$ cat src/rtl/cic_pkg.sv
// Shared constants and helpers for the CIC comb cascade.
// Build macro CIC_COMB_OVF_CNT_EN enables the integrator truncation-event counter.
package cic_pkg;

    localparam int DW_DEFAULT = 23;
    localparam int STAGES_MAX = 6;
    localparam int OVF_CNT_W  = 8;

    localparam logic [OVF_CNT_W-1:0] OVF_CNT_MAX = 8'hFF;

    // Saturating increment used by the truncation-event counter.
    function automatic logic [OVF_CNT_W-1:0] sat_inc(input logic [OVF_CNT_W-1:0] v);
        logic [OVF_CNT_W-1:0] r;
        if (v == OVF_CNT_MAX) begin
            r = v;
        end else begin
            r = v + 8'd1;
        end
        return r;
    endfunction

endpackage

$ cat src/rtl/cic_comb_section.sv
// One registered comb section: y = x - x[n-M] modulo 2^DW, delay line shifted on x_valid.
module cic_comb_section
    import cic_pkg::*;
#(
    parameter int DW         = DW_DEFAULT,
    parameter int DIFF_DELAY = 1
) (
    input  logic          clk,
    input  logic          reset_n,
    input  logic          x_valid,
    input  logic [DW-1:0] x,
    output logic          y_valid,
    output logic [DW-1:0] y
);

    logic [DW-1:0] dly_r [DIFF_DELAY];
    logic [DW-1:0] y_r;
    logic          y_valid_r;
    logic [DW-1:0] diff_s;

    // Wrapping difference against the oldest delay-line entry.
    always_comb begin
        diff_s = x - dly_r[DIFF_DELAY-1];
    end

    // Delay line, result register and valid passthrough.
    always_ff @(posedge clk) begin
        if (!reset_n) begin
            for (int i = 0; i < DIFF_DELAY; i++) begin
                dly_r[i] <= '0;
            end
            y_r       <= '0;
            y_valid_r <= 1'b0;
        end else begin
            y_valid_r <= x_valid;
            if (x_valid) begin
                y_r      <= diff_s;
                dly_r[0] <= x;
                for (int i = 1; i < DIFF_DELAY; i++) begin
                    dly_r[i] <= dly_r[i-1];
                end
            end else begin
                y_r <= y_r;
            end
        end
    end

    assign y       = y_r;
    assign y_valid = y_valid_r;

endmodule

$ cat src/rtl/cic_comb.sv
// CIC decimator comb cascade with output holding register, overrun flag and
// optional truncation-event counter (build macro CIC_COMB_OVF_CNT_EN).
module cic_comb
    import cic_pkg::*;
#(
    parameter int DW         = DW_DEFAULT,
    parameter int STAGES     = 3,
    parameter int DIFF_DELAY = 1
) (
    input  logic                 clk,
    input  logic                 reset_n,
    input  logic                 in_valid,
    input  logic [DW-1:0]        data_in,
    input  logic [1:0]           flag_in,
    output logic                 out_valid,
    input  logic                 out_ready,
    output logic [DW-1:0]        out_data,
    output logic                 overrun,
    output logic [OVF_CNT_W-1:0] ovf_cnt,
    output logic                 ovf_sign,
    input  logic                 ovf_clr
);

    logic [DW-1:0] sec_data_s [STAGES+1];
    logic [STAGES:0] sec_valid_s;

    assign sec_data_s[0]  = data_in;
    assign sec_valid_s[0] = in_valid;

    for (genvar k = 0; k < STAGES; k++) begin : g_sec
        cic_comb_section #(
            .DW         (DW),
            .DIFF_DELAY (DIFF_DELAY)
        ) u_sec (
            .clk     (clk),
            .reset_n (reset_n),
            .x_valid (sec_valid_s[k]),
            .x       (sec_data_s[k]),
            .y_valid (sec_valid_s[k+1]),
            .y       (sec_data_s[k+1])
        );
    end

    logic          load_s;
    logic [DW-1:0] result_s;
    logic          out_valid_r;
    logic [DW-1:0] out_data_r;
    logic          overrun_r;
    logic          out_valid_nxt_s;
    logic [DW-1:0] out_data_nxt_s;
    logic          overrun_nxt_s;

    assign load_s   = sec_valid_s[STAGES];
    assign result_s = sec_data_s[STAGES];

    // Output holding register: a new result always loads; acceptance only drains when idle.
    always_comb begin
        out_valid_nxt_s = out_valid_r;
        out_data_nxt_s  = out_data_r;
        overrun_nxt_s   = overrun_r;
        if (load_s) begin
            out_valid_nxt_s = 1'b1;
            out_data_nxt_s  = result_s;
        end else if (out_valid_r && out_ready) begin
            out_valid_nxt_s = 1'b0;
        end else begin
            out_valid_nxt_s = out_valid_r;
        end
        // Setting wins over clearing so a coincident overrun is never lost.
        if (load_s && out_valid_r && !out_ready) begin
            overrun_nxt_s = 1'b1;
        end else if (ovf_clr) begin
            overrun_nxt_s = 1'b0;
        end else begin
            overrun_nxt_s = overrun_r;
        end
    end

    // Output stage registers.
    always_ff @(posedge clk) begin
        if (!reset_n) begin
            out_valid_r <= 1'b0;
            out_data_r  <= '0;
            overrun_r   <= 1'b0;
        end else begin
            out_valid_r <= out_valid_nxt_s;
            out_data_r  <= out_data_nxt_s;
            overrun_r   <= overrun_nxt_s;
        end
    end

    assign out_valid = out_valid_r;
    assign out_data  = out_data_r;
    assign overrun   = overrun_r;

`ifdef CIC_COMB_OVF_CNT_EN
    logic                 flag_q_r;
    logic [OVF_CNT_W-1:0] ovf_cnt_r;
    logic                 ovf_sign_r;
    logic                 event_s;
    logic [OVF_CNT_W-1:0] ovf_cnt_nxt_s;
    logic                 ovf_sign_nxt_s;
    logic                 flag_q_nxt_s;

    // A truncation event is a toggle of flag_in[0] seen on a sample strobe.
    always_comb begin
        event_s        = in_valid && (flag_in[0] != flag_q_r);
        flag_q_nxt_s   = flag_q_r;
        ovf_cnt_nxt_s  = ovf_cnt_r;
        ovf_sign_nxt_s = ovf_sign_r;
        if (in_valid) begin
            flag_q_nxt_s = flag_in[0];
        end else begin
            flag_q_nxt_s = flag_q_r;
        end
        if (ovf_clr) begin
            ovf_cnt_nxt_s  = event_s ? 8'd1 : 8'd0;
            ovf_sign_nxt_s = event_s ? flag_in[1] : 1'b0;
        end else if (event_s) begin
            ovf_cnt_nxt_s  = sat_inc(ovf_cnt_r);
            ovf_sign_nxt_s = flag_in[1];
        end else begin
            ovf_cnt_nxt_s  = ovf_cnt_r;
            ovf_sign_nxt_s = ovf_sign_r;
        end
    end

    // Event counter registers.
    always_ff @(posedge clk) begin
        if (!reset_n) begin
            flag_q_r   <= 1'b0;
            ovf_cnt_r  <= '0;
            ovf_sign_r <= 1'b0;
        end else begin
            flag_q_r   <= flag_q_nxt_s;
            ovf_cnt_r  <= ovf_cnt_nxt_s;
            ovf_sign_r <= ovf_sign_nxt_s;
        end
    end

    assign ovf_cnt  = ovf_cnt_r;
    assign ovf_sign = ovf_sign_r;
`else
    logic [1:0] unused_flag_s;

    assign unused_flag_s = flag_in;
    assign ovf_cnt       = '0;
    assign ovf_sign      = 1'b0;
`endif

endmodule

$ cat config.mk
export PLATFORM = sky130hd
export DESIGN_NAME = cic_comb
export DESIGN_NICKNAME = d
export VERILOG_FILES = /design/src/rtl/cic_pkg.sv /design/src/rtl/cic_comb_section.sv /design/src/rtl/cic_comb.sv
export SDC_FILE = /design/constraint.sdc
export NUM_CORES = 1
export LEC_CHECK = 0
export CAP_MARGIN = 20
export CORE_ASPECT_RATIO = 0.9
export CORE_MARGIN = 2
export CORE_UTILIZATION = 42
export CTS_BUF_LIST = sky130_fd_sc_hd__clkbuf_4 sky130_fd_sc_hd__clkbuf_8
export DETAILED_ROUTE_END_ITERATION = 6
export GPL_ROUTABILITY_DRIVEN = 1
export PLACE_DENSITY = 0.62
export SKIP_LAST_GASP = 1
export SYNTH_ARGS = -nofsm -noshare
export SYNTH_HDL_FRONTEND = slang
export SYNTH_SLANG_ARGS = --single-unit
$ cat constraint.sdc
create_clock -name clk -period 7.4 [get_ports clk]
set_input_delay 2.22 -clock clk [delete_from_list [all_inputs] [get_ports clk]]
set_output_delay 2.22 -clock clk [all_outputs]
set_load 0.01 [all_outputs]
==> results.yml <==
worst_setup_path:
  worstSetupPathType: "in2reg"
  cp_cell_sequence: "clkdlybuf4s50_1, nor2b_1, inv_1"
  critPathLaunch: "in_valid"
  slowest_stage: "nor2b_1"
  critical_path_buf_inv_count: 2
  r2r_start: "g_sec[0].u_sec.y[0]$_SDFFE_PN0P_"
  cp_data_arrival_time_ns: 4.38
  cp-end-kind: "register"
  critPathRequiredTime_ns: 7.43
  path_delay_family: "buffers and inverters"
  cp_slowest_stage_delay_ns: 0.79
  startpoint_type: "input port"
  crit_fanout: 23
grt:
  gr-total-overflow: 0
  grt.met1_usage_pct: 21.8
  first_global_vias: 7258
  antenna_found_initial: 0
  use_met2_pct: 28.7
  grt_usage_pct: 16.7
  grt_max_degree: 72
  grt_use_met3_pct: 2.81
  top_usage_layer: "met2"
  grt_pass1_wl_um: 34700
synthesis:
  ys_seq_elements: 166
  syn_area_um2: 9990
  synth_top_family_by_area: "simple AND/OR/NAND/NOR gates"
  synth_compound_area_share_pct: 19.0
  ys_seq_area_share_pct: 40.2
  syn_avg_cell_area_um2: 9.14
  synth_edf_count: 69
  syn_inst: 1093
  synth_mux_area_share_pct: 3.82
  synth-main-ff-cell: "dfxtp_1"
  synthArstFlopShare_pct: 0
  synthAdderAreaFrac_pct: 8.86
  synthDistinctLibCells: 83
  synth-simple-area-share_pct: 19.6
  yosys_warnings: 0
  synth-xor-area-share_pct: 2.28
power_and_ir_drop:
  ir_drop_mv: 0.0990
  finalPower_mw: 2.46
  power_leakage_nw: 4.56
  power_density_nw_per_um2: 221
sta:
  fmax_mhz: 230
  finalHoldViolCount: 0
  min_period_ns: 4.34
  fin_skew_ns: 0.0137
  setup_viol: 0
  rsz0062_at_grt: "no"
  min_period_over_period_pct: 58.7
  max_slew_margin_pct: 35.5
  finalMaxSlewViolations: 0
  worstMarginPinSlew_ns: 0.965
  finalSetupTns_ns: 0
  timing.hold.ws_ns: 0.462
flow_run:
  cap_viol_max_count: 0
floorplan:
  die_area_um2: 25000
  core_um2: 23300
  die_h_um: 150
  start_util_pct: 42.8
  rows: 53
  pin_count: 64
  die_w_um: 167
clocking:
  cts_buffers: 17
  ctsLongestPathBuffers: 2
  path_clk_slew_ns: 0.09
  ctsHtreeMaxLevel: 4
  postCtsSetupBuffers: 0
  cts_root_buf: "clkbuf_8"
  cts_tree: "done"
  cts_resized: 0
  postCtsHoldBufs: 0
  clock-sinks: 166
  clk_latency_ns: 0.46
layout:
  syn_to_final_growth_pct: 11.4
  drive_gt1_share_pct: 5.21
  antennaDiodeCount: 0
  final_cell_mix: "dfxtp_1 (97), inv_1 (93), nand2_1 (90)"
  nNetsFinal: 1219
  mostFrequentLayoutCell: "dfxtp_1"
  fin_util_pct: 47.7
  final_cells: 1435
route:
  drt-total-wl_um: 20400
  ant_nets: 0
  routedWlPerCell_um: 14.2
  drt-initial-drc-count: 460
  vias: 7664
  drc: 0
  dr.pass1.iters: 4
  vias_per_cell: 5.34
place:
  dp_cells: 1403
  dp_hpwl_um: 14900
  gp_congestion: 0.853
  port_buffers: 52
run_status:
  status: "complete, no violations"
worst_hold_path:
  hp-class: "reg2reg"
  min_from: "g_sec[2].u_sec.y[14]$_SDFFE_PN0P_"
==> sequential cells by signal (all words and copies together) (netlist names) <==
signal	count
g_sec.u_sec.y_valid	3
g_sec.u_sec.dly_r	69
out_data	23
out_valid	1
g_sec.u_sec.y	69
overrun	1
==> area by class of cell <==
class,instances,area (um^2)
Clock buffer,21,289
Clock inverter,11,136
Fill cell,2279,12200
Inverter,95,357
Multi-Input combinational cell,781,5390
Sequential cell,166,4010
Tap cell,302,378
Timing Repair Buffer,59,571
==> synthesized netlist by cell type, types with 4 or more instances <==
cell	instances	area, um^2
or3_1	11	68.8
ha_1	66	826
and3_1	78	488
o211ai_1	15	113
o31ai_1	7	52.6
a211oi_1	11	82.6
xor2_1	9	78.8
a31oi_1	4	25.0
a211o_1	6	52.6
o21bai_1	6	45.0
xnor2_1	17	149
a21o_1	7	52.6
nand2b_1	5	31.3
o211a_1	8	80.1
buf_2	4	20.0
a32o_1	7	70.1
o21a_1	21	158
mux2i_1	37	370
buf_4	9	67.6
nand3b_1	5	37.5
a21oi_1	59	295
nor3b_1	6	45.0
o21ai_0	50	250
nor3_1	13	65.1
nor2b_1	46	288
o2111ai_1	7	61.3
clkbuf_1	41	154
inv_1	93	349
o31a_1	7	61.3
o21ai_1	5	25.0
nand3_1	35	175
edfxtp_1	69	2070
nor2_1	47	176
a211oi_2	4	50.1
dfxtp_1	97	1940
and2_1	7	43.8
nand2_1	90	338
nand4_1	19	119
==> where the power goes <==
group,switching (mW),total (mW),leakage (nW),internal (mW)
Sequential,0.0417,1.07,1.53,1.02
Combinational,0.412,0.696,2.82,0.285
Clock,0.350,0.694,0.216,0.343
Total,0.804,2.46,4.56,1.65
==> metal layers <==
metal	vias to the layer above	routed length (um)	share of wire, %
met5	-	0	0
li1	4014	-	-
met1	3491	10300	50
met3	23	619	3.0
met2	136	9170	45
met4	0	291	1.4
==> per-stage QoR <==
| step | instance area [um^2] | worst slack (ns) |
|---|---|---|
| global placement | 10700 | 2.61 |
| finish | 11100 | 3.06 |
| detailed placement | 10700 | 2.57 |
| CTS | 11100 | 3.04 |
| global route | 11100 | 2.85 |
| floorplan | 10000 | 3.43 |
==> worst min-delay path: stages (launching register included) <==
cell and delay, ns:
dfxtp_1 0.34, nand2_1 0.04, o21ai_0 0.05
==> worst paths after layout <==
| check | to | slack, ns | depth (start not counted) |
|---|---|---|---|
| worst min-delay path | g_sec[2].u_sec.y[14]$_SDFFE_PN0P_ | 0.46 | 2 |
| worst max register to register | g_sec[1].u_sec.y[22]$_SDFFE_PN0P_ | 4.70 | 10 |
| worst max-delay path | g_sec[0].u_sec.dly_r[0][9]$_SDFFCE_PN0P_ | 3.06 | 3 |
| worst min register to register | g_sec[2].u_sec.y[14]$_SDFFE_PN0P_ | 0.46 | 2 |
==> cells by family (layout without fill, tap and decap cells) <==
kind of cell               count (synthesis)  after routing
and+or+nand+nor                          372            372
other                                      1              9
DFF                                      166            166
AOI/OAI and AO/OA                        267            267
adders and majority gates                 69             69
muxes                                     38             38
buffers and inverters                    154            186
xor gates and xnor gates                  26             26
Power figures use the tool's default switching activity.
==> RTL change, RTL diff (config.mk and constraints unchanged) <==
Put one more register stage on the output `overrun`, cleared by the reset. The value now appears one clock later. The other outputs are not delayed to match.
--- a/src/rtl/cic_comb.sv
+++ b/src/rtl/cic_comb.sv
@@ -91,7 +91,13 @@
 
     assign out_valid = out_valid_r;
     assign out_data  = out_data_r;
-    assign overrun   = overrun_r;
+    always_ff @(posedge clk) begin
+        if (!reset_n) begin
+            overrun <= '0;
+        end else begin
+            overrun <= overrun_r;
+        end
+    end
 
 `ifdef CIC_COMB_OVF_CNT_EN
     logic                 flag_q_r;
Behaviour: not the same (a bounded check fails within 10 cycles, from zero or initial values and one cycle with reset_n low).
==> RTL change against the original RTL <==
Sequential cell count up 1. Global-route usage is 1.2 points lower. Utilization is 0.27 points higher. Synthesized cell count decreased by 5.3%. Clock power is 4.8% lower. Area after synthesis down 3.3%. Fmax is 4.7% lower. Power shrank 3.2%. Cell area fell by 3.0%. Setup slack got worse by 220 ps. Routed wire length down 11%. Register-to-register slack got worse by 220 ps. Sequential power barely moved. Highest routed layer unchanged.
==> RTL change: results (changes against the original RTL) <==
stage	metric	value	unit	change
clock_network	worstSkewPairLatency	460	ps	about the same
synthesis	synth_sequential_area_ratio	0.418		+0.0160
min_path	worst_hold_path_type	reg2reg		
sta	timing_worst_slew_pin_value	947	ps	-17.5 ps
clock_network	ctsResizeCount	0		unchanged
detailed_routing	drt-total-wl	18100	um	-11%
clock_network	numCtsBuffers	17		unchanged
place	placed_cell_area	10400	um2	-2.9%
synthesis	synth_mux_area_frac	0.0374		-0.000752
detailed_routing	dr.first_iter.drc_count	504		+9.6%
synthesis	post_synth_fa_ha_maj_area_fraction	0.0917		+0.00307
detailed_routing	detailroute.via_count	7058		-7.9%
global_routing	grt_first_pass_wirelength	31000	um	-11%
synthesis	post_synth_inst_count	1035		-5.3%
synthesis	async_reset_ff_frac	0		unchanged
synthesis	synth_compound_area_frac	0.177		-0.0130
synthesis	netlist-cell-type-count	68		-18%
synthesis	edff_count_synth	69		unchanged
global_routing	gr-usage-all-layers	0.155		-0.0119
finish	finish.cell_count_without_fillers	1377		-4.0%
clock_network	cts_setup_buffers	0		unchanged
sta	final.setup_skew	11.7	ps	-2.04 ps
outcome	run_status	finished, final reports clean		
finish	fillers	2172		-4.7%
detailed_routing	drt-pass1-iter-count	5		+1
place	numPortBuffers	52		unchanged
synthesis	synth_flop_cell	sky130_fd_sc_hd__dfxtp_1		
worst_setup_path	cpMaxStageDelayCell	sky130_fd_sc_hd__fa_1		
power_and_ir_drop	vdd_ir_drop_max	0.116	mV	+17%
place	dp.final_hpwl	13400	um	-10%
place	dp_slack	2350	ps	-228 ps
place	place.gp.congestion	0.842		-1.3%
finish	nets	1166		-4.3%
worst_setup_path	worstPathArrival	4890	ps	+510 ps
finish	drive_above_1_share	0.0472		-0.00485
job	timing.max_cap.violations	0		unchanged
finish	antenna-diode-count	0		unchanged
clock_network	cts-root-buf	sky130_fd_sc_hd__clkbuf_8		
synthesis	yosys-top-cells-area	sky130_fd_sc_hd__edfxtp_1 21%, sky130_fd_sc_hd__dfxtp_1 20%, sky130_fd_sc_hd__ha_1 8.5%		
global_routing	grt_start_max_net_pins	54		-25%
synthesis	yosys.area_share.xor_xnor	0.0372		+0.0144
worst_setup_path	critPathMaxFanout	4		-83%
synthesis	yosysWarningCount	0		unchanged
global_routing	antenna_found_initial	0		unchanged
synthesis	synth.top_cells.by_count	98 x sky130_fd_sc_hd__dfxtp_1, 90 x sky130_fd_sc_hd__inv_1, 86 x sky130_fd_sc_hd__nand2_1, 71 x sky130_fd_sc_hd__and3_1, 69 x sky130_fd_sc_hd__edfxtp_1		
place	place_inst	1345		-4.1%
global_routing	vias_in_the_first_global_route	6539		-9.9%
power_and_ir_drop	power_leakage	0.00450	uW	-1.4%
worst_setup_path	cp_slowest_stage_delay	410	ps	-380 ps
clock_network	clock_tree.buffer_depth	2		unchanged
[RTL change: cell types whose count changed after synthesis, sizes merged, moves of 7 or more]
cell	delta
nor2	-12
nand3	-8
and2	+8
a31oi	+8
and3	-7
o21ai	+12
xor2	+9
nand4	-14
a21o	+9
[RTL change: cell families (layout without fill, tap and decap cells)]
family                     after synthesis  count (layout)
xor gates and xnor gates                41              41
and+or+nand+nor                        328             328
AOI/OAI and AO/OA                      250             250
buffers and inverters                  143             180
muxes                                   36              36
DFF                                    167             167
adders and majority gates               69              69
other                                    1               9
[RTL change: area by class of cell]
cell class / instances / area share
Clock inverter: 12 / 0.0130
Tap cell: 297 / 0.0344
Clock buffer: 20 / 0.0243
Inverter: 90 / 0.0313
Multi-Input combinational cell: 733 / 0.471
Sequential cell: 167 / 0.374
Timing Repair Buffer: 58 / 0.0522
[RTL change: through the flow]
step,utilization,power (uW)
after CTS,0.479,2400
after global placement,0.462,1730
after detailed placement,0.462,1740
after global routing,0.479,2530
after floorplan,-,1590
final,0.479,2380
[RTL change: final timing paths]
kind                            slack (ps)                    to                 from  cells after the start
worst max register to register        4480  g_sec[2].u_sec.y[20]  g_sec[1].u_sec.y[0]                     11
worst min register to register         450               overrun            overrun_r                      1
worst max-delay path                  2840  g_sec[0].u_sec.y[16]           data_in[0]                     12
worst min-delay path                   450               overrun            overrun_r                      1
[RTL change: layer usage]
metal | GRT usage | wire (um) | vias up | share of wire
met5 | 0 | 0 | - | 0
met4 | 0.0395 | 145 | 0 | 0.0080
met3 | 0.0286 | 493 | 13 | 0.027
met2 | 0.254 | 8140 | 101 | 0.45
met1 | 0.213 | 9340 | 3190 | 0.52
li1 | - | - | 3754 | -
[RTL change: report_power, final]
| part | internal (uW) | leakage, uW | total [uW] | switching (uW) |
|---|---|---|---|---|
| Clock | 323 | 0.000208 | 661 | 338 |
| Sequential | 1030 | 0.00154 | 1070 | 39.1 |
| Combinational | 278 | 0.00276 | 650 | 372 |
| Total | 1630 | 0.00450 | 2380 | 748 |
[RTL change: worst max-delay path, delay by kind of cell]
| family | cells | cell delay [ps] |
|---|---|---|
| compound gates | 6 | 1410 |
| xor+xnor | 1 | 120 |
| fa+ha+maj | 2 | 600 |
| buf+inv | 3 | 530 |
